$ cat src/rtl/fetch_ctrl_pkg.sv
// Shared types and constants for the instruction-fetch controller.
// Imported by fetch_ctrl and its instruction queue.
package fetch_ctrl_pkg;

    localparam int WIDTH = 16;
    localparam int DEPTH = 2;

    localparam logic [WIDTH-1:0] PC_INC = 16'd2;
    localparam logic [WIDTH-1:0] NOP    = 16'h0000;

    typedef enum logic [1:0] {
        FS_IDLE = 2'b00,
        FS_WAIT = 2'b01,
        FS_DROP = 2'b10
    } fstate_e;

    typedef struct packed {
        logic [WIDTH-1:0] inst;
        logic [WIDTH-1:0] pc2;
    } qent_t;

    function automatic logic [WIDTH-1:0] pc_add(input logic [WIDTH-1:0] p);
        return p + PC_INC;
    endfunction

endpackage

$ cat src/rtl/fetch_ctrl_queue.sv
// Two-entry instruction/PC+inc queue between fetch and decode.
// Flush wins over push and pop; head reads as zero when empty.
module inst_queue2
    import fetch_ctrl_pkg::*;
(
    input  logic  clk,
    input  logic  rst,
    input  logic  push_i,
    input  logic  pop_i,
    input  logic  flush_i,
    input  qent_t push_data_i,
    output qent_t head_o,
    output logic  valid_o,
    output logic  full_o
);

    qent_t      ent_q [DEPTH];
    logic       rd_ptr_q, rd_ptr_d;
    logic       wr_ptr_q, wr_ptr_d;
    logic [1:0] count_q, count_d;
    logic       wr_en;

    assign wr_en = push_i && !flush_i;

    always_comb begin
        rd_ptr_d = rd_ptr_q;
        wr_ptr_d = wr_ptr_q;
        count_d  = count_q;
        if (flush_i) begin
            rd_ptr_d = 1'b0;
            wr_ptr_d = 1'b0;
            count_d  = 2'd0;
        end else begin
            if (push_i) begin
                wr_ptr_d = ~wr_ptr_q;
            end
            if (pop_i) begin
                rd_ptr_d = ~rd_ptr_q;
            end
            unique case ({push_i, pop_i})
                2'b10:   count_d = count_q + 2'd1;
                2'b01:   count_d = count_q - 2'd1;
                default: count_d = count_q;
            endcase
        end
    end

    always_ff @(posedge clk) begin
        if (rst) begin
            rd_ptr_q <= 1'b0;
            wr_ptr_q <= 1'b0;
            count_q  <= 2'd0;
        end else begin
            rd_ptr_q <= rd_ptr_d;
            wr_ptr_q <= wr_ptr_d;
            count_q  <= count_d;
        end
    end

    // Data banks are plain enabled registers; contents are masked while empty.
    always_ff @(posedge clk) begin
        if (rst) begin
            for (int i = 0; i < DEPTH; i++) begin
                ent_q[i] <= '0;
            end
        end else if (wr_en) begin
            ent_q[wr_ptr_q] <= push_data_i;
        end
    end

    assign valid_o = (count_q != 2'd0);
    assign full_o  = (count_q == 2'(DEPTH));
    assign head_o  = valid_o ? ent_q[rd_ptr_q] : '0;

endmodule

$ cat src/rtl/fetch_ctrl.sv
// Fetch controller: issues one memory read at a time, queues returned
// instructions, steers the external PC register and handles redirects.
module fetch_ctrl
    import fetch_ctrl_pkg::*;
(
    input  logic             clk,
    input  logic             rst,
    input  logic [WIDTH-1:0] pc,
    output logic [WIDTH-1:0] pc_next,
    output logic             pc_en,
    input  logic             redirect,
    input  logic [WIDTH-1:0] redirect_pc,
    output logic             mem_rd,
    output logic [WIDTH-1:0] mem_addr,
    input  logic             mem_stall,
    input  logic             mem_done,
    input  logic [WIDTH-1:0] mem_data,
    output logic [WIDTH-1:0] inst,
    output logic [WIDTH-1:0] inst_pc2,
    output logic             inst_valid,
    input  logic             dec_ready
);

    fstate_e          state_q, state_d;
    logic [WIDTH-1:0] pc_inc;
    logic             q_push;
    logic             q_pop;
    logic             q_flush;
    logic             q_valid;
    logic             q_full;
    qent_t            q_head;
    qent_t            q_wdata;

    assign pc_inc   = pc_add(pc);
    assign mem_addr = pc;
    assign q_wdata  = '{inst: mem_data, pc2: pc_inc};

    always_comb begin
        state_d = state_q;
        pc_en   = 1'b0;
        pc_next = pc_inc;
        mem_rd  = 1'b0;
        q_push  = 1'b0;
        q_flush = 1'b0;
        if (rst) begin
            state_d = FS_IDLE;
        end else if (redirect) begin
            pc_en   = 1'b1;
            pc_next = redirect_pc;
            q_flush = 1'b1;
            // A read still in flight must be swallowed unless it ends now.
            unique case (state_q)
                FS_WAIT: state_d = mem_done ? FS_IDLE : FS_DROP;
                FS_DROP: state_d = mem_done ? FS_IDLE : FS_DROP;
                default: state_d = FS_IDLE;
            endcase
        end else begin
            unique case (state_q)
                FS_IDLE: begin
                    mem_rd = !q_full;
                    if (!q_full && !mem_stall) begin
                        state_d = FS_WAIT;
                    end
                end
                FS_WAIT: begin
                    if (mem_done) begin
                        q_push  = 1'b1;
                        pc_en   = 1'b1;
                        state_d = FS_IDLE;
                    end
                end
                FS_DROP: begin
                    if (mem_done) begin
                        state_d = FS_IDLE;
                    end
                end
                default: state_d = FS_IDLE;
            endcase
        end
    end

    assign q_pop = !rst && !redirect && q_valid && dec_ready;

    always_ff @(posedge clk) begin
        if (rst) begin
            state_q <= FS_IDLE;
        end else begin
            state_q <= state_d;
        end
    end

    inst_queue2 u_queue (
        .clk         (clk),
        .rst         (rst),
        .push_i      (q_push),
        .pop_i       (q_pop),
        .flush_i     (q_flush),
        .push_data_i (q_wdata),
        .head_o      (q_head),
        .valid_o     (q_valid),
        .full_o      (q_full)
    );

    assign inst_valid = q_valid && !rst;
    assign inst       = inst_valid ? q_head.inst : NOP;
    assign inst_pc2   = inst_valid ? q_head.pc2 : '0;

endmodule

$ cat config.mk
export PLATFORM = sky130hd
export DESIGN_NAME = fetch_ctrl
export DESIGN_NICKNAME = d
export VERILOG_FILES = /design/src/rtl/fetch_ctrl_pkg.sv /design/src/rtl/fetch_ctrl_queue.sv /design/src/rtl/fetch_ctrl.sv
export SDC_FILE = /design/constraint.sdc
export NUM_CORES = 1
export LEC_CHECK = 0
export ABC_AREA = 1
export BUFFER_PORTS_ARGS = -buffer_cell sky130_fd_sc_hd__buf_4
export CAP_MARGIN = 5
export CORE_MARGIN = 1.5
export CORE_UTILIZATION = 50
export CTS_CLUSTER_DIAMETER = 30
export CTS_CLUSTER_SIZE = 24
export DETAILED_ROUTE_END_ITERATION = 7
export PLACE_DENSITY = 0.78
export SYNTH_ARGS = -nofsm -noshare
export SYNTH_HDL_FRONTEND = slang
export SYNTH_SLANG_ARGS = --single-unit
$ cat constraint.sdc
create_clock -name clk -period 3.2 [get_ports clk]
set_clock_uncertainty 0.2 [all_clocks]
set_input_delay 0.64 -clock clk [delete_from_list [all_inputs] [get_ports clk]]
set_output_delay 0.64 -clock clk [all_outputs]
set_load 0.005 [all_outputs]
# Yosys cells after proc, flatten, opt, wreduce, memory -nomap -nowiden
# Memories as Yosys holds them, arrays and structs flattened. A register that Yosys moved wholly into a read port is not among the register bits.
# Cells that the tools add are included.
dict set report word_totals {
  register_bits 6
  ram_bits 64
  input_bits 54
  out_inout_bits 67
  word_cells 68
  mem_count 1
}
dict set report op_classes {
  n_addsub 3
  eq_ne 7
  muxes 33
  bitwise_logic 2
  n_reduce_logical 18
}
# name words width read_ports rd_clocked_by_memory_dff write_ports line
set mem_list {}
lappend mem_list {u_queue.ent_q 2 32 1 1 2 fetch_ctrl_queue.sv:17} ;# qent_t ent_q [DEPTH];
# operator n
set ops {}
lappend ops {{16-bit 2-to-1 mux} 4}
lappend ops {{32-bit 2-to-1 mux} 2}
lappend ops {{32-bit OR reduction} 1}
lappend ops {{1-bit 2-to-1 mux} 20}
lappend ops {{16-bit by 2-bit adder with 16-bit output (second input constant)} 1}
lappend ops {{2-bit 2-to-1 mux} 5}
lappend ops {{2-bit one-hot mux with 2 select lines} 2}
lappend ops {{2-bit equality test (second input constant)} 3}
lappend ops {{1-bit logical AND} 6}
lappend ops {{1-bit zero test} 5}
lappend ops {{2-bit by 1-bit equality test with 1-bit output (second input constant)} 2}
lappend ops {{2-bit nonzero test} 2}
lappend ops {{2-bit OR reduction} 2}
lappend ops {{3-bit by 1-bit inequality test with 1-bit output (second input constant)} 1}
lappend ops {{3-bit inequality test (second input constant)} 1}
lappend ops {{2-bit by 1-bit adder with 2-bit output (second input constant)} 1}
lappend ops {{2-bit zero test} 1}
lappend ops {{1-bit inverter} 2}
lappend ops {{2-bit AND reduction} 1}
lappend ops {{2-bit by 1-bit subtractor with 2-bit output (second input constant)} 1}

# Logic depth before layout (Yosys ltp)
# Gate-level depths: netlist of the first run.
dict set report depth {
  depth_word 10
  ltp_mapped 11
  mapped_depth_nobuf 11
}

# Modules after synthesis
# Synthesis of the first run repeated with hierarchy kept, for this count alone.
dict set report hier_totals {
  hier_cells 542
  area_unflattened_um2 4250.3
}
# module n_inst cells_per_inst area_each_um2 seq_area_each_um2
set modules_own_cells {}
lappend modules_own_cells {inst_queue2 1 310 3088.0 2021.9}
lappend modules_own_cells {fetch_ctrl 1 232 1162.4 40.0}

# Least setup slack after synthesis of the first run
# No wires, ideal clock.
dict set report synth_timing {
  kind {in2reg}
  from {input port redirect}
  to {memory u_queue.ent_q[1][0] in the netlist's numbering, enable pin}
  setup_ns 0.389
  arrival_time_ns 1.952
  required_time_ns 2.611
  setup_slack_ns 0.658
  cell_stages 8
  path_buffers 1
  cell_sequence {nor2_4 > inv_4 > nor2_8 > inv_4 > nor2_4 > inv_4 > buf_6 > nand2_1}
}
# item line
set synth_rtl {}
lappend synth_rtl {{start: declaration} fetch_ctrl.sv:11} ;# input logic redirect,
lappend synth_rtl {{end: declaration} fetch_ctrl_queue.sv:17}

==> out/summary.txt, run 1 <==
DIE AREA -> 0.008781 sq mm
R2R cell count -> 9
GP Congestion -> 0.8300
Setup TNS -> 0 ps
Core box area -> 0.007848 sq mm
Commonest non-fill, non-tap cell in the layout -> buf_4
Static leakage -> 2.600 nW
Pre-CTS WS -> 558.6 ps
Post_cts resized -> 0
CP startpoint kind -> flip-flop
Post-synthesis simple-gate area fraction -> 23.81%
Syn Nets -> 512
# nets final -> 620
Final Critical Period -> 2749 ps
Final hold viol count -> 0
Vias in the first global route -> 3337
Fmax -> 363.8 MHz
Pre-antenna DRT Iters -> 4
Power Density -> 372.6 mW/mm^2
Design area -> 0.005159 sq mm
I/O Pins -> 121
Period Utilization, post-route -> 85.89%
GRT Util Overall -> 22.02%
Post-route ant nets -> 0
Starting DRC count in detailed routing -> 137
Die H -> 93.71 microns
Root buffer cell -> clkbuf_8
Syn Area/Cell -> 9.062 sq um
Final WS setup -> 451.5 ps
Worst Setup End Kind -> output pin
Crit path cell chain -> buf_12 -> mux2_1 -> nand2_1 -> inv_1 -> buf_4
Share of layout cells above drive strength 1 -> 34.39%
Die width -> 93.71 microns
Via density -> 4.955
Outcome -> completed
Post-Synth XOR/XNOR Area -> 1.064%
Post-synth EDFFs -> 64
Reg2Reg Setup Slack -> 940 ps
Yosys cell types -> 28
Largest family of logic cells by synthesized area -> simple AND/OR/NAND/NOR gates
Yosys warning count -> 0
Setup violations, final -> 0
DP HPWL -> 6462 microns
Fraction of registers with async set/reset -> 0%
Rows -> 32
IO buf count -> 120
Clock slew at reported path FFs -> 70 ps
WL final -> 8930 microns
Fillers -> 673
TritonCTS Sinks -> 71
Initial antenna violation count -> 0
First-pass GRT wire length -> 14770 microns
MaxCap Viol Count -> 0
Yosys reg bits -> 71
Adder-Cell Fraction of Synth Area -> 1.217%
CP max FO -> 21
Clock buffer depth -> 2
TritonCTS Buffers -> 9
Remaining DRCs -> 0
Starting Density -> 52.42%
Critical Path RT -> 2360 ps
Worst Tran Pin Value -> 624.4 ps
Worst r2r dst -> u_queue.ent_q[1][24]$_SDFFCE_PN0P_
CP Data Arrival Time -> 1910 ps
CP max-delay cell -> dfxtp_1
Mapped Cells -> 454
Hold_buf cts -> 0
H-tree depth -> 3
Area Overhead vs Synth -> 25.40%
Ys flop type -> edfxtp_1
Slowest stage delay, CP -> 720 ps
Max Slew Vio Count -> 0
Commonest cells after routing, fill and taps aside -> buf_4 (128), nand2_1 (106), inv_1 (74)
Clk_lat worst skew -> 340 ps
Worst path buffer plus inverter count -> 3
Total grt overflow -> 0
R2R Path Start -> state_q[1]$_SDFFE_PP0P_
Pin count of the biggest net entering global routing -> 34
Crit Path Category -> reg -> out
Post-synthesis sequential area ratio -> 50.12%
Top Family by Delay on Critical Path -> flip-flops
WP depth -> 5
Mapped Area -> 0.004114 sq mm
Placed Area -> 0.004996 sq mm
Post-CTS Setup Inserts -> 0
Drt wl/cell -> 13.35 microns
RSZ-0062 raised after global routing -> no
IR drop worst, VDD -> 0.2137 mV
CTS tree -> built
Synth Area in Compound Gates -> 2.251%
Slew Limit Headroom -> 58.32%
Mux cell area share after synthesis -> 8.759%
Hold crit path type -> reg -> reg
Total inserted antenna cells -> 0
CP endpoint -> inst_pc2[5]
Via count -> 3315
==> through the flow <==
stage / instances / total power, mW / hold WS (ps) / utilization [%]
3_3_place_gp: 653 / 1.326 / 248.7 / 63.66
6_report: 669 / 1.922 / 273.4 / 65.74
2_1_floorplan: 454 / 1.204 / 238.4 / -
4_1_cts: 669 / 1.934 / 270.1 / 65.74
3_5_place_dp: 653 / 1.334 / 260.7 / 63.66
5_1_grt: 669 / 2.003 / 312.4 / 65.74
==> cell families (layout without fill, tap and decap cells) <==
logic type / after synthesis / count (layout)
compound gates: 18 / 18
buf+inv: 109 / 222
flops: 71 / 71
xor+xnor: 5 / 5
mux: 32 / 32
simple gates: 215 / 215
fa+ha+maj: 4 / 4
==> Yosys cell counts, types with 2 or more instances <==
cell      instances  area share, %
nand2_1         106            9.7
nand4_1           4           0.61
inv_1            74            6.8
buf_6             2           0.55
nand3b_1          2           0.36
dfxtp_1           7            3.4
nor2_1           61            5.6
o21ai_0          11            1.3
nor2_2           13            2.0
nor2_4           11            3.0
inv_4             3           0.46
buf_4            17            3.1
ha_1              4            1.2
mux2_1            8            2.2
mux2_2           24            6.6
edfxtp_1         64             47
xor2_1            4           0.85
a21oi_1           6           0.73
buf_2            11            1.3
nand3_1          14            1.7
==> power by group <==
group	leakage, nW	internal [mW]	switching [mW]
clock network	0.0844	0.301	0.307
registers	0.718	1.04	0.00904
logic	1.80	0.125	0.136
total	2.60	1.47	0.451
==> tightest hold or removal path, cell delays in order, from the launching register on <==
cell     delay [ps]
dfxtp_1         320
nand2_1          60
a21oi_1          50
==> layout make-up <==
class / instances / area, sq um / area share (%)
clock buffers: 14 / 152.6 / 2.959
inverters: 77 / 296.5 / 5.748
well taps: 102 / 127.6 / 2.474
multi-input cells: 274 / 1529 / 29.64
clock inverters: 2 / 10.01 / 0.1940
flip-flops and latches: 71 / 2062 / 39.97
repair buffers: 129 / 980.9 / 19.02
==> worst min-delay path by stage <==
stage,startpoint,end,depth (start not counted),slack [ps]
4_1_cts,u_queue.wr_ptr_q$_SDFFE_PP0N_,u_queue.wr_ptr_q$_SDFFE_PP0N_,2,270
3_5_place_dp,u_queue.wr_ptr_q$_SDFFE_PP0N_,u_queue.wr_ptr_q$_SDFFE_PP0N_,2,260
2_1_floorplan,u_queue.wr_ptr_q$_SDFFE_PP0N_,u_queue.wr_ptr_q$_SDFFE_PP0N_,2,240
3_3_place_gp,u_queue.wr_ptr_q$_SDFFE_PP0N_,u_queue.wr_ptr_q$_SDFFE_PP0N_,2,250
5_1_grt,u_queue.wr_ptr_q$_SDFFE_PP0N_,u_queue.wr_ptr_q$_SDFFE_PP0N_,2,310
6_report,u_queue.wr_ptr_q$_SDFFE_PP0N_,u_queue.wr_ptr_q$_SDFFE_PP0N_,2,270
==> sequential cells by signal, indices dropped and copies added (netlist names), named ones only <==
register          flops
u_queue.count_q       2
u_queue.wr_ptr_q      1
u_queue.rd_ptr_q      1
state_q               2
u_queue.ent_q        64
==> per-layer routing <==
layer  track usage [%]  up-vias  part of all wire (%)
li1                  -     1628                     -
met1             25.61     1536                    42
met2             38.65      138                    50
met3             4.935       13                   6.4
met4             9.826        0                   1.6
met5                 0        -                     0
Power figures use the tool's default switching activity.
==> inputs of run 2 (changes only) <==
--- a/config.mk
+++ b/config.mk
@@ -9,11 +9,11 @@
 export BUFFER_PORTS_ARGS = -buffer_cell sky130_fd_sc_hd__buf_4
 export CAP_MARGIN = 5
 export CORE_MARGIN = 1.5
-export CORE_UTILIZATION = 50
+export CORE_UTILIZATION = 47
 export CTS_CLUSTER_DIAMETER = 30
 export CTS_CLUSTER_SIZE = 24
 export DETAILED_ROUTE_END_ITERATION = 7
-export PLACE_DENSITY = 0.78
+export PLACE_DENSITY = 0.77
 export SYNTH_ARGS = -nofsm -noshare
 export SYNTH_HDL_FRONTEND = slang
 export SYNTH_SLANG_ARGS = --single-unit
==> constraint.sdc (replaced) <==
create_clock -name clk -period 2.2 [get_ports clk]
set_clock_uncertainty 0.2 [all_clocks]
set_input_delay 0.44 -clock clk [delete_from_list [all_inputs] [get_ports clk]]
set_output_delay 0.44 -clock clk [all_outputs]
set_load 0.005 [all_outputs]
==> out/summary.txt, run 2 (synthesized netlist as in run 1, its figures left out) <==
Setup TNS -> 0 ps
CP Data Arrival Time -> 1490 ps
Fillers -> 700
Total inserted antenna cells -> 0
Die H -> 96.56 microns
IR drop worst, VDD -> 0.2439 mV
Outcome -> completed
Pre-CTS WS -> -3.735 ps
Final WS setup -> 73.09 ps
Placed Area -> 0.005097 sq mm
Seq pwr share -> 52.4%
Top reg by flops -> u_queue.ent_q
Vias in the first global route -> 3204
First-pass GRT wire length -> 14350 microns
IO buf count -> 120
Critical Path RT -> 1560 ps
Design area -> 0.005354 sq mm
Via density -> 4.799
Post-route ant nets -> 0
Setup violations, final -> 0
Period Utilization, post-route -> 96.68%
Final hold viol count -> 0
Pin count of the biggest net entering global routing -> 33
MaxCap Viol Count -> 0
Non-Filler Instances -> 682
CTS tree -> built
Dpl cells -> 665
Commonest cells after routing, fill and taps aside -> buf_4 (135), nand2_1 (103), inv_1 (73)
Hold crit path type -> in -> reg
Switching Fraction -> 23.67%
Core box area -> 0.008341 sq mm
Drt wl/cell -> 13.52 microns
Root buffer cell -> clkbuf_8
Max Slew Vio Count -> 0
CP endpoint -> inst_pc2[4]
H-tree depth -> 3
R2R Path Start -> state_q[1]$_SDFFE_PP0P_
Slew Limit Headroom -> 75.28%
DP HPWL -> 6654 microns
Hold Crit Start -> mem_done
Die width -> 96.56 microns
Rows -> 33
TritonCTS Sinks -> 71
Share of layout cells above drive strength 1 -> 38.13%
Crit Path Category -> reg -> out
GP Congestion -> 0.7770
Reg2Reg Setup Slack -> 300 ps
WL final -> 9224 microns
DIE AREA -> 0.009323 sq mm
Largest register FFs -> 64
Switch Pwr -> 0.6909 mW
Remaining DRCs -> 0
Pre-antenna DRT Iters -> 4
Post-Route Utilization -> 64.19%
GRT Util Overall -> 20.54%
CP max FO -> 16
Via count -> 3273
Clock slew at reported path FFs -> 70 ps
Starting DRC count in detailed routing -> 115
Power Density -> 545.2 mW/mm^2
Starting Density -> 49.32%
Int Power -> 2.228 mW
Clock network fraction of design power -> 33.8%
R2R cell count -> 10
Final Critical Period -> 2127 ps
Worst r2r dst -> u_queue.count_q[1]$_SDFFE_PP0P_
RSZ-0062 raised after global routing -> yes
Clk_lat worst skew -> 340 ps
Combinational Power Share -> 13.8%
Top Registers -> u_queue.ent_q (64), state_q (2), u_queue.count_q (2)
Area Overhead vs Synth -> 30.14%
Worst Setup End Kind -> output pin
# nets final -> 630
CP startpoint kind -> flip-flop
Initial antenna violation count -> 0
Commonest non-fill, non-tap cell in the layout -> buf_4
Fmax -> 470.2 MHz
TritonCTS Buffers -> 9
Clock buffer depth -> 2
Worst Tran Pin Value -> 370.7 ps
Static leakage -> 2.672 nW
I/O Pins -> 121
Total grt overflow -> 0
## run 2: changes by cell type in the layout (fill, tap and decap cells not counted), sizes merged
cell | before | now
bufinv | 0 | 1
clkinv | 2 | 4
clkbuf | 14 | 10
buf | 129 | 138
clkinvlp | 0 | 2
## run 2: per-layer routing
layer | track usage (%) | share of wire, % | vias to the layer above
li1 | - | - | 1646
met1 | 24.55 | 42 | 1471
met2 | 35.72 | 49 | 141
met3 | 4.225 | 7.7 | 15
met4 | 8.816 | 1.8 | 0
met5 | 0 | 0 | -
## run 2: worst min-delay path by stage
stage | endpoint | slack [ps] | depth (start not counted)
final | state_q[1]$_SDFFE_PP0P_ | 190 | 4
after global placement | u_queue.wr_ptr_q$_SDFFE_PP0N_ | 250 | 2
after global routing | state_q[1]$_SDFFE_PP0P_ | 180 | 4
after CTS | state_q[1]$_SDFFE_PP0P_ | 170 | 4
after floorplan | u_queue.wr_ptr_q$_SDFFE_PP0N_ | 240 | 2
after detailed placement | state_q[1]$_SDFFE_PP0P_ | 280 | 2
## run 2: per-stage QoR
stage,total power [mW],hold slack (ps)
final,2.919,188.5
after floorplan,1.751,238.4
after global routing,3.040,184.6
after global placement,1.947,246.8
after CTS,2.940,173.0
after detailed placement,1.960,276.8
## run 2: power by group through the flow
stage | clock (mW) | sequential, mW | combinational [mW]
4_1_cts | 1.01 | 1.53 | 0.401
5_1_grt | 1.06 | 1.53 | 0.446
3_3_place_gp | 0 | 1.56 | 0.390
2_1_floorplan | 0 | 1.56 | 0.195
3_5_place_dp | 0 | 1.56 | 0.398
6_report | 0.986 | 1.53 | 0.403
## run 2: repair_timing
item / CTS / global route
endpoints found under the setup margin: 2 / 34
setup buffers: 0 / 0
resized for setup: 2 / 10
hold buffers: 0 / 0
pin swaps: 0 / 1
cloned: 0 / 1
## run 2: critical path: stages (launching register included)
cell and delay [ps]:
dfxtp_4 390, buf_12 170, mux2_2 340, nand2_1 80, inv_1 40, buf_4 130
## run 2: area by class of cell
| type | instances | area (sq um) | area share (%) |
|---|---|---|---|
| Sequential cell | 71 | 2066 | 38.58 |
| Clock inverter | 7 | 63.81 | 1.192 |
| Timing Repair Buffer | 139 | 1099 | 20.52 |
| Clock buffer | 9 | 123.9 | 2.314 |
| Multi-Input combinational cell | 274 | 1574 | 29.40 |
| Inverter | 77 | 296.5 | 5.539 |
| Tap cell | 105 | 131.4 | 2.454 |
